## src/rtl/huffman_pkg.sv

```systemverilog
// huffman_pkg
// Shared constants, types and the code-table lookup for the static-Huffman
// byte encoder (huffman_enc).
//
// Contents:
//   BUF_W / FILL_W      bit buffer width and fill counter width
//   MAX_CODE_LEN        longest code (escape prefix + 8 literal bits)
//   READY_MAX_FILL      largest pre-emit fill that still accepts a symbol
//   ESC_CODE / ESC_LEN  escape prefix for symbols not in the table
//   SYM_* / CODE_* / LEN_*  the eight listed symbols and their codes
//   code_t              {left-justified code, length}
//   huff_lookup()       symbol -> code_t, including the escape path
package huffman_pkg;

    localparam int BUF_W          = 24;
    localparam int FILL_W         = 5;
    localparam int MAX_CODE_LEN   = 11;
    localparam int LEN_W          = 4;
    localparam int READY_MAX_FILL = 13;

    localparam logic [2:0] ESC_CODE = 3'b111;
    localparam int         ESC_LEN  = 3;

    // Listed symbols
    localparam logic [7:0] SYM_E = 8'h65;
    localparam logic [7:0] SYM_A = 8'h61;
    localparam logic [7:0] SYM_D = 8'h64;
    localparam logic [7:0] SYM_B = 8'h62;
    localparam logic [7:0] SYM_C = 8'h63;
    localparam logic [7:0] SYM_F = 8'h66;
    localparam logic [7:0] SYM_G = 8'h67;
    localparam logic [7:0] SYM_H = 8'h68;

    // Codes, right-justified in their natural width; first-sent bit is MSB
    localparam logic [1:0] CODE_E = 2'b00;
    localparam logic [2:0] CODE_A = 3'b010;
    localparam logic [2:0] CODE_D = 3'b011;
    localparam logic [2:0] CODE_B = 3'b100;
    localparam logic [3:0] CODE_C = 4'b1010;
    localparam logic [3:0] CODE_F = 4'b1011;
    localparam logic [3:0] CODE_G = 4'b1100;
    localparam logic [3:0] CODE_H = 4'b1101;

    localparam logic [LEN_W-1:0] LEN_E   = 4'd2;
    localparam logic [LEN_W-1:0] LEN_ADB = 4'd3;
    localparam logic [LEN_W-1:0] LEN_CFGH = 4'd4;
    localparam logic [LEN_W-1:0] LEN_LIT = 4'(ESC_LEN + 8);

    typedef struct packed {
        logic [MAX_CODE_LEN-1:0] code;  // left-justified, unused LSBs zero
        logic [LEN_W-1:0]        len;
    } code_t;

    // Unused low bits of every code are zero; the append path ORs the
    // shifted code into the buffer and relies on that.
    function automatic code_t huff_lookup(input logic [7:0] sym);
        code_t r;
        case (sym)
            SYM_E:   begin r.code = {CODE_E, 9'b0}; r.len = LEN_E;    end
            SYM_A:   begin r.code = {CODE_A, 8'b0}; r.len = LEN_ADB;  end
            SYM_D:   begin r.code = {CODE_D, 8'b0}; r.len = LEN_ADB;  end
            SYM_B:   begin r.code = {CODE_B, 8'b0}; r.len = LEN_ADB;  end
            SYM_C:   begin r.code = {CODE_C, 7'b0}; r.len = LEN_CFGH; end
            SYM_F:   begin r.code = {CODE_F, 7'b0}; r.len = LEN_CFGH; end
            SYM_G:   begin r.code = {CODE_G, 7'b0}; r.len = LEN_CFGH; end
            SYM_H:   begin r.code = {CODE_H, 7'b0}; r.len = LEN_CFGH; end
            default: begin r.code = {ESC_CODE, sym}; r.len = LEN_LIT; end
        endcase
        return r;
    endfunction

endpackage

```

## src/rtl/huffman_code_rom.sv

```systemverilog
// huffman_code_rom
// Combinational symbol-to-code map. Listed symbols get their short prefix
// code; every other byte gets the escape prefix followed by its 8 literal
// bits.
//
// Ports:
//   data_in  in  8   symbol
//   code     out 11  code bits, left-justified (bit 10 sent first)
//   len      out 4   number of valid code bits (2..11)
module huffman_code_rom
    import huffman_pkg::*;
(
    input  logic [7:0]              data_in,
    output logic [MAX_CODE_LEN-1:0] code,
    output logic [LEN_W-1:0]        len
);

    code_t entry;

    assign entry = huff_lookup(data_in);
    assign code  = entry.code;
    assign len   = entry.len;

endmodule

```

## src/rtl/huffman_enc.sv

```systemverilog
// huffman_enc
// Streaming static-Huffman byte encoder. Accepts one symbol per cycle while
// in_ready is high, packs its code MSB-first into a 24-bit left-justified
// bit buffer, and emits a byte whenever at least 8 bits are buffered.
//
// Ports:
//   clk         in   1  clock, rising edge
//   rst         in   1  synchronous active-high reset
//   enable      in   1  symbol valid; consumed when enable && in_ready
//   data_in     in   8  symbol
//   data_out    out  8  last emitted byte, earliest stream bit in bit 7
//   data_valid  out  1  registered one-cycle pulse per new data_out
//   in_ready    out  1  combinational, high while fill_q <= 13
//
// Optional feature (macro HUFF_FLUSH_EN): when enable falls, residual bits
// are zero-padded to a full byte and emitted. Without the macro, residual
// bits stay buffered and lead the next burst.
module huffman_enc
    import huffman_pkg::*;
(
    input  logic       clk,
    input  logic       rst,
    input  logic       enable,
    input  logic [7:0] data_in,
    output logic [7:0] data_out,
    output logic       data_valid,
    output logic       in_ready
);

    logic [BUF_W-1:0]        buf_q, buf_d;
    logic [FILL_W-1:0]       fill_q, fill_d;
    logic [7:0]              data_out_q, data_out_d;
    logic                    data_valid_q, data_valid_d;

    logic [MAX_CODE_LEN-1:0] code;
    logic [LEN_W-1:0]        len;

    logic                    accept;
    logic                    emit;
    logic [BUF_W-1:0]        buf_e;     // buffer after the emit step
    logic [FILL_W-1:0]       fill_e;    // fill after the emit step
    logic [BUF_W-1:0]        code_ext;  // code aligned behind the residual bits

`ifdef HUFF_FLUSH_EN
    logic en_last_q, en_last_d;         // previous-cycle enable
    logic flush_pend_q, flush_pend_d;   // enable fell while >= 8 bits remained
`endif

    huffman_code_rom u_rom (
        .data_in (data_in),
        .code    (code),
        .len     (len)
    );

    // fill_q <= 13 guarantees room: after any emit at most 13 bits remain
    // and the longest code is 11, so the buffer never exceeds 24.
    assign in_ready = (fill_q <= FILL_W'(READY_MAX_FILL));

    always_comb begin
        accept = enable && in_ready;
        emit   = (fill_q >= FILL_W'(8));

        buf_e  = emit ? {buf_q[BUF_W-9:0], 8'h00} : buf_q;
        fill_e = emit ? (fill_q - FILL_W'(8)) : fill_q;

        code_ext = {code, {(BUF_W-MAX_CODE_LEN){1'b0}}} >> fill_e;

        buf_d  = accept ? (buf_e | code_ext) : buf_e;
        fill_d = accept ? (fill_e + FILL_W'(len)) : fill_e;

        data_out_d   = emit ? buf_q[BUF_W-1 -: 8] : data_out_q;
        data_valid_d = emit;

`ifdef HUFF_FLUSH_EN
        en_last_d    = enable;
        flush_pend_d = 1'b0;
        // Bits below the fill are always zero, so padding is just rounding
        // the fill up to 8; the normal emit path sends the byte next edge.
        // If a full byte is still queued, keep waiting until it drains.
        if (!enable && (en_last_q || flush_pend_q)) begin
            if (fill_e >= FILL_W'(8)) begin
                flush_pend_d = 1'b1;
            end else if (fill_e != '0) begin
                fill_d = FILL_W'(8);
            end
        end
`endif
    end

    always_ff @(posedge clk) begin
        if (rst) begin
            buf_q        <= '0;
            fill_q       <= '0;
            data_out_q   <= 8'h00;
            data_valid_q <= 1'b0;
`ifdef HUFF_FLUSH_EN
            en_last_q    <= 1'b0;
            flush_pend_q <= 1'b0;
`endif
        end else begin
            buf_q        <= buf_d;
            fill_q       <= fill_d;
            data_out_q   <= data_out_d;
            data_valid_q <= data_valid_d;
`ifdef HUFF_FLUSH_EN
            en_last_q    <= en_last_d;
            flush_pend_q <= flush_pend_d;
`endif
        end
    end

    assign data_out   = data_out_q;
    assign data_valid = data_valid_q;

endmodule

```

## config.mk

```make
export PLATFORM = sky130hd
export DESIGN_NAME = huffman_enc
export DESIGN_NICKNAME = d
export VERILOG_FILES = /design/src/rtl/huffman_pkg.sv /design/src/rtl/huffman_code_rom.sv /design/src/rtl/huffman_enc.sv
export SDC_FILE = /design/constraint.sdc
export NUM_CORES = 1
export LEC_CHECK = 0
export ABC_AREA = 1
export CORE_AREA = 2 2 78 80
export DETAILED_ROUTE_END_ITERATION = 8
export DIE_AREA = 0 0 80 82
export PLACE_DENSITY = 0.71
export SLEW_MARGIN = 20
export SYNTH_ARGS = -nofsm -noshare
export SYNTH_HDL_FRONTEND = slang
export SYNTH_HIERARCHICAL = 1
export SYNTH_SLANG_ARGS = --single-unit
```

## constraint.sdc

```tcl
create_clock -name clk -period 1.9 [get_ports clk]
set_input_delay 0.19 -clock clk [delete_from_list [all_inputs] [get_ports clk]]
set_output_delay 0.19 -clock clk [all_outputs]
set_load 0.005 [all_outputs]
```

---- Word-level counts from Yosys, hierarchy flattened ----
Cells that the tools add are included.
word-level totals
  bits in latches ......................... 0
  bits of input ports ..................... 11
  memory bits (read-only) ................. 0
  output and inout bits ................... 10
  memories kept ........................... 0
  logic and storage cells ................. 24
  bits in writable memories ............... 0
  register bits after elaboration ......... 38
operators by class
  equal/unequal tests ..................... 8
  muxes and demuxes ....................... 5
  divide/modulo/power cells ............... 0
  multiply operators ...................... 0
  shift operators ......................... 1
  bitwise logic cells ..................... 1
  add/subtract/negate cells ............... 2
  $lt $le $gt $ge ......................... 2
  reduce and logical (&&, ||, !) cells .... 1
operator list
  cell                 count
  $pmux 15 s8          1
  $eq 8x7->1 const B   8
  $mux 24              2
  $or 24x24->24        1
  $shr 24x5->24        1
  $mux 5               2
  $add 5x4->5          1
  $ge 5x4->1 const B   1
  $le 5x4->1 const B   1
  $sub 5x4->5 const B  1
  $logic_and 1x1->1    1

---- Logic depth before layout (Yosys ltp) ----
  depth after elaboration ................. 5
  depth in mapped cells ................... 16
  mapped depth without buffers ............ 16

---- Cells and area by module ----
The synthesis kept the hierarchy.
modules (own cells, without submodules)
  module            area each (µm²)  times used  cells an instance  seq. area each (µm²)
  huffman_enc       2,384.8          1           376                760.7
  huffman_code_rom  375.4            1           58                 0.0

---- Worst setup path before layout ----
No wires, ideal clock.
  path kind ............................... input port to flip-flop
  start ................................... input port data_in[7]
  end ..................................... register fill_q[2]
  setup slack ............................. -120 ps
  data required time ...................... 1,766 ps
  cell stages on the path ................. 13
  data arrival time ....................... 1,886 ps
  path buffers ............................ 0
  cell sequence ........................... inv_2 nand2_4 nor2_8 inv_2 nor2_8 nor2_4 nand2_8 nand2_2 ha_1 fa_1 or2_2 a21oi_1 a211oi_1
between the ends
  cells in the longest elaborated chain, start to end .. 4
  elaborated cells on any way between the ends .. 11
ends and longest elaborated chain
  item                  line                source
  start, declared       huffman_enc.sv:24   input logic [7:0] data_in,
  $eq 8x7->1            huffman_pkg.sv:58   case (sym)
  $pmux 15 s8 *         huffman_pkg.sv:58
  net len[0]            huffman_enc.sv:36   logic [LEN_W-1:0] len;
  $add 5x4->5 *         huffman_enc.sv:69   fill_d = accept ? (fill_e + FILL_W'(len)) : fill_e;
  $mux 5 *              huffman_enc.sv:69
  end signal, assigned  huffman_enc.sv:102  fill_q <= fill_d;
  end, declared         huffman_enc.sv:31   logic [FILL_W-1:0] fill_q, fill_d;
Mark *: on every way through the listed nets, which the timed path passes. The rest lies on a longest branch.
A chain may end at the register's enable or synchronous reset.

---- Worst setup path in the final report ----
  start ................................... input port data_in[4]
  end ..................................... register fill_q[4]
The elaborated chain is that of the path after synthesis.

==> metrics.txt <==
routed vias/inst=5.174; sw frac=0.4812; initial antenna violation count=0; Net Sw Power=between 2 and 2.5 mW; Worst path most repeated cell=nand2_4; Cells after Synth=~430; post-synth top area share=0.2756; Vias=around 2,900; post-synthesis sequential area ratio=0.2756; clock share of power=0.109; critical path class=input pin to flop; startpoint types=input pin; Pwr Density=between 1000 and 1500 mW/mm^2; crit path DAT=around 2000 ps; WL/cell=between 10 and 15 um; Routed WL=around 7 mm; Worst EP required=around 2100 ps; Area after DPL=~0.0033 mm^2; Setup crit end kind=flop; Synth area leaders=dfxtp_1 (28%), nand2_1 (15%), nand3_1 (15%), a21oi_1 (6.7%), o21ai_0 (5.3%); Final TNS setup=0 ps; DR iter-0 viols=210; most frequent cells in the layout=nand2_1 (93), nand3_1 (75), buf_4 (50); power share of the combinational group=0.655; Lkg Pwr=about 1.7 nW; Net Count, Synth=between 400 and 500; most common cell after layout, fill and taps aside=nand2_1; Detailed Routing Iterations Pass 1=4; Worst Hold Class=flop to flop; DP Wirelength=4.950 mm; Final Hold Fails=0; gr ovfl total=0; Worst R2R Start=fill_q[4]; Worst Path Max Fanout=8; max-slew violation count=0; Initial Util=0.4804; f_max=~550 MHz; core region area=around 0.0057 mm^2; RSZ-0062 raised after global routing=yes; Peak VDD IR=0.9269 mV; Post-CTS Hold Fix Bufs=0; Synthesis Warnings=6; Netlist cell types=26; vias in the first global route=~2,600; clk_lat worst skew=~300 ps; Die W=about 80 um; DRC viols=0; Slew headroom=0.7085; Ant. Diodes=0; IO Count=21; setup violators final=0; maxcap violations=0; Longest Clk Path Bufs=2; Die ar.=~0.0066 mm^2; crit-path cells=buf_8, inv_8, nand2_8, nor2_8, nand2_4, nand2_4, nor2_8, nand2_8, nand2_4, ha_4, fa_2, nand2_2, nand2_2, a21oi_2, nor2_1, nor2_1, nor3_1; fraction of layout cells with a size suffix above 1=0.3224; Setup Skew=7.944 ps; gr usage total=0.2256; CTS tree=done; die height=~82 um; Post-Syn Area per Cell=around 6.4 um^2; Rows=28; sequential power share=0.236; cell accounting for the most synthesized area=dfxtp_1; nets=between 500 and 600; H-tree levels=2; Worst-Margin Slew=about 440 ps; IO buf count=20; Crit. Startpoint=data_in[4]; post-synthesis cell area=0.002760 mm^2; root buf cell=clkbuf_8; crit share post-route=0.9605; first-pass GRT wire length=about 12 mm; Post-Layout Inst Area=roughly 0.0037 mm^2; Clock transition at path regs=80 ps; max incr delay on CP=around 350 ps; clock buffer count from CTS=5; Area growth, synth to finish=34.04%; outcome=complete, no violations; worst hold start=data_out[7]; CP max stage cell=fa_2; Final min period=about 1800 ps; Post-DRT Antenna Nets=0; Yosys reg bits=38; CTS sink cnt=38; Int Power=about 2.5 mW; pin count of the biggest net entering global routing=42; gpl congestion=slightly below 1
-- synth_stat cells --
cell and count:
fa_1 1, or2_2 4, nor2_2 8, nor3_1 2
dfxtp_1 38, ha_1 6, buf_6 3, clkbuf_1 12
nor2_8 3, clkinv_1 1, o21ai_0 29, nand3_2 1
inv_2 10, nor2_1 23, inv_1 26, buf_2 7
nand3_1 81, nor2_4 2, a21oi_1 37, nand2b_1 2
nand2_2 16, nand2_4 6, nand2_1 110, xor2_1 1
a211oi_1 4, nand2_8 1
-- area by class of cell --
| type | instances | area [um^2] |
|---|---|---|
| timing repair buffer | 68 | 569.3 |
| fill | 496 | 2046 |
| clock inverter | 2 | 10.01 |
| tap | 75 | 93.84 |
| sequential | 38 | 762.0 |
| inverter | 37 | 175.2 |
| clock buffer | 5 | 68.82 |
| multi-input combinational | 337 | 2021 |
-- sequential cells by signal, indices dropped and copies added (netlist names) --
signal      flops
fill_q          5
buf_q          24
data_valid      1
data_out        8
-- power by group through the flow --
stage                     combinational (mW)  clock, mW  sequential [mW]
after floorplan                         2.22          0             1.18
after CTS                               3.09      0.541             1.16
after global routing                    3.64      0.578             1.19
final                                   3.22      0.536             1.16
after detailed placement                3.02          0             1.18
after global placement                  2.96          0             1.17
-- layer usage --
layer  share of wire  vias up  track usage
li1                -     1520            -
met1            0.44     1317       0.2724
met2            0.51       59       0.4058
met3           0.034       12      0.03736
met4           0.019        0      0.07627
met5               0        -            0
-- through the flow --
stage	std cells	power (mW)	worst slack [ps]	hold WS, ps	utilization
4_1_cts	559	4.793	-66.64	463.1	0.6165
3_5_place_dp	544	4.194	-682.6	452.0	0.5716
5_1_grt	562	5.405	-67.59	480.4	0.6439
2_1_floorplan	434	3.403	-25.21	442.2	-
3_3_place_gp	544	4.127	-648.0	446.4	0.5716
6_report	562	4.914	74.98	462.7	0.6439
-- worst paths after layout --
| check | end | slack, ps | cells after the start |
|---|---|---|---|
| worst min-delay path | data_out[7] | 460 | 2 |
| worst max-delay path | fill_q[4] | 70 | 17 |
| worst min register to register | data_out[7] | 460 | 2 |
| worst max register to register | fill_q[4] | 130 | 10 |
-- critical path, delay by kind of cell --
family          cells  cell delay [ps]
compound gates      1              140
buf+inv             2              150
fa+ha+maj           2              500
simple gates       12             1000
-- cell families after synthesis --
kind of cell,Yosys count,share of synthesized area
AOI/OAI and AO/OA,70,0.1306
xor gates and xnor gates,1,0.003174
adders and majority gates,7,0.03445
buffers and inverters,59,0.09156
DFF,38,0.2756
and+or+nand+nor,259,0.4646
-- repair_timing --
item                                    CTS  global route
pin swaps                                27            26
cloned                                    0             0
endpoints found under the setup margin   28            29
gates resized for setup                  62            60
buffers inserted                          8             4
Note: power is estimated with default switching activity, not from simulation.
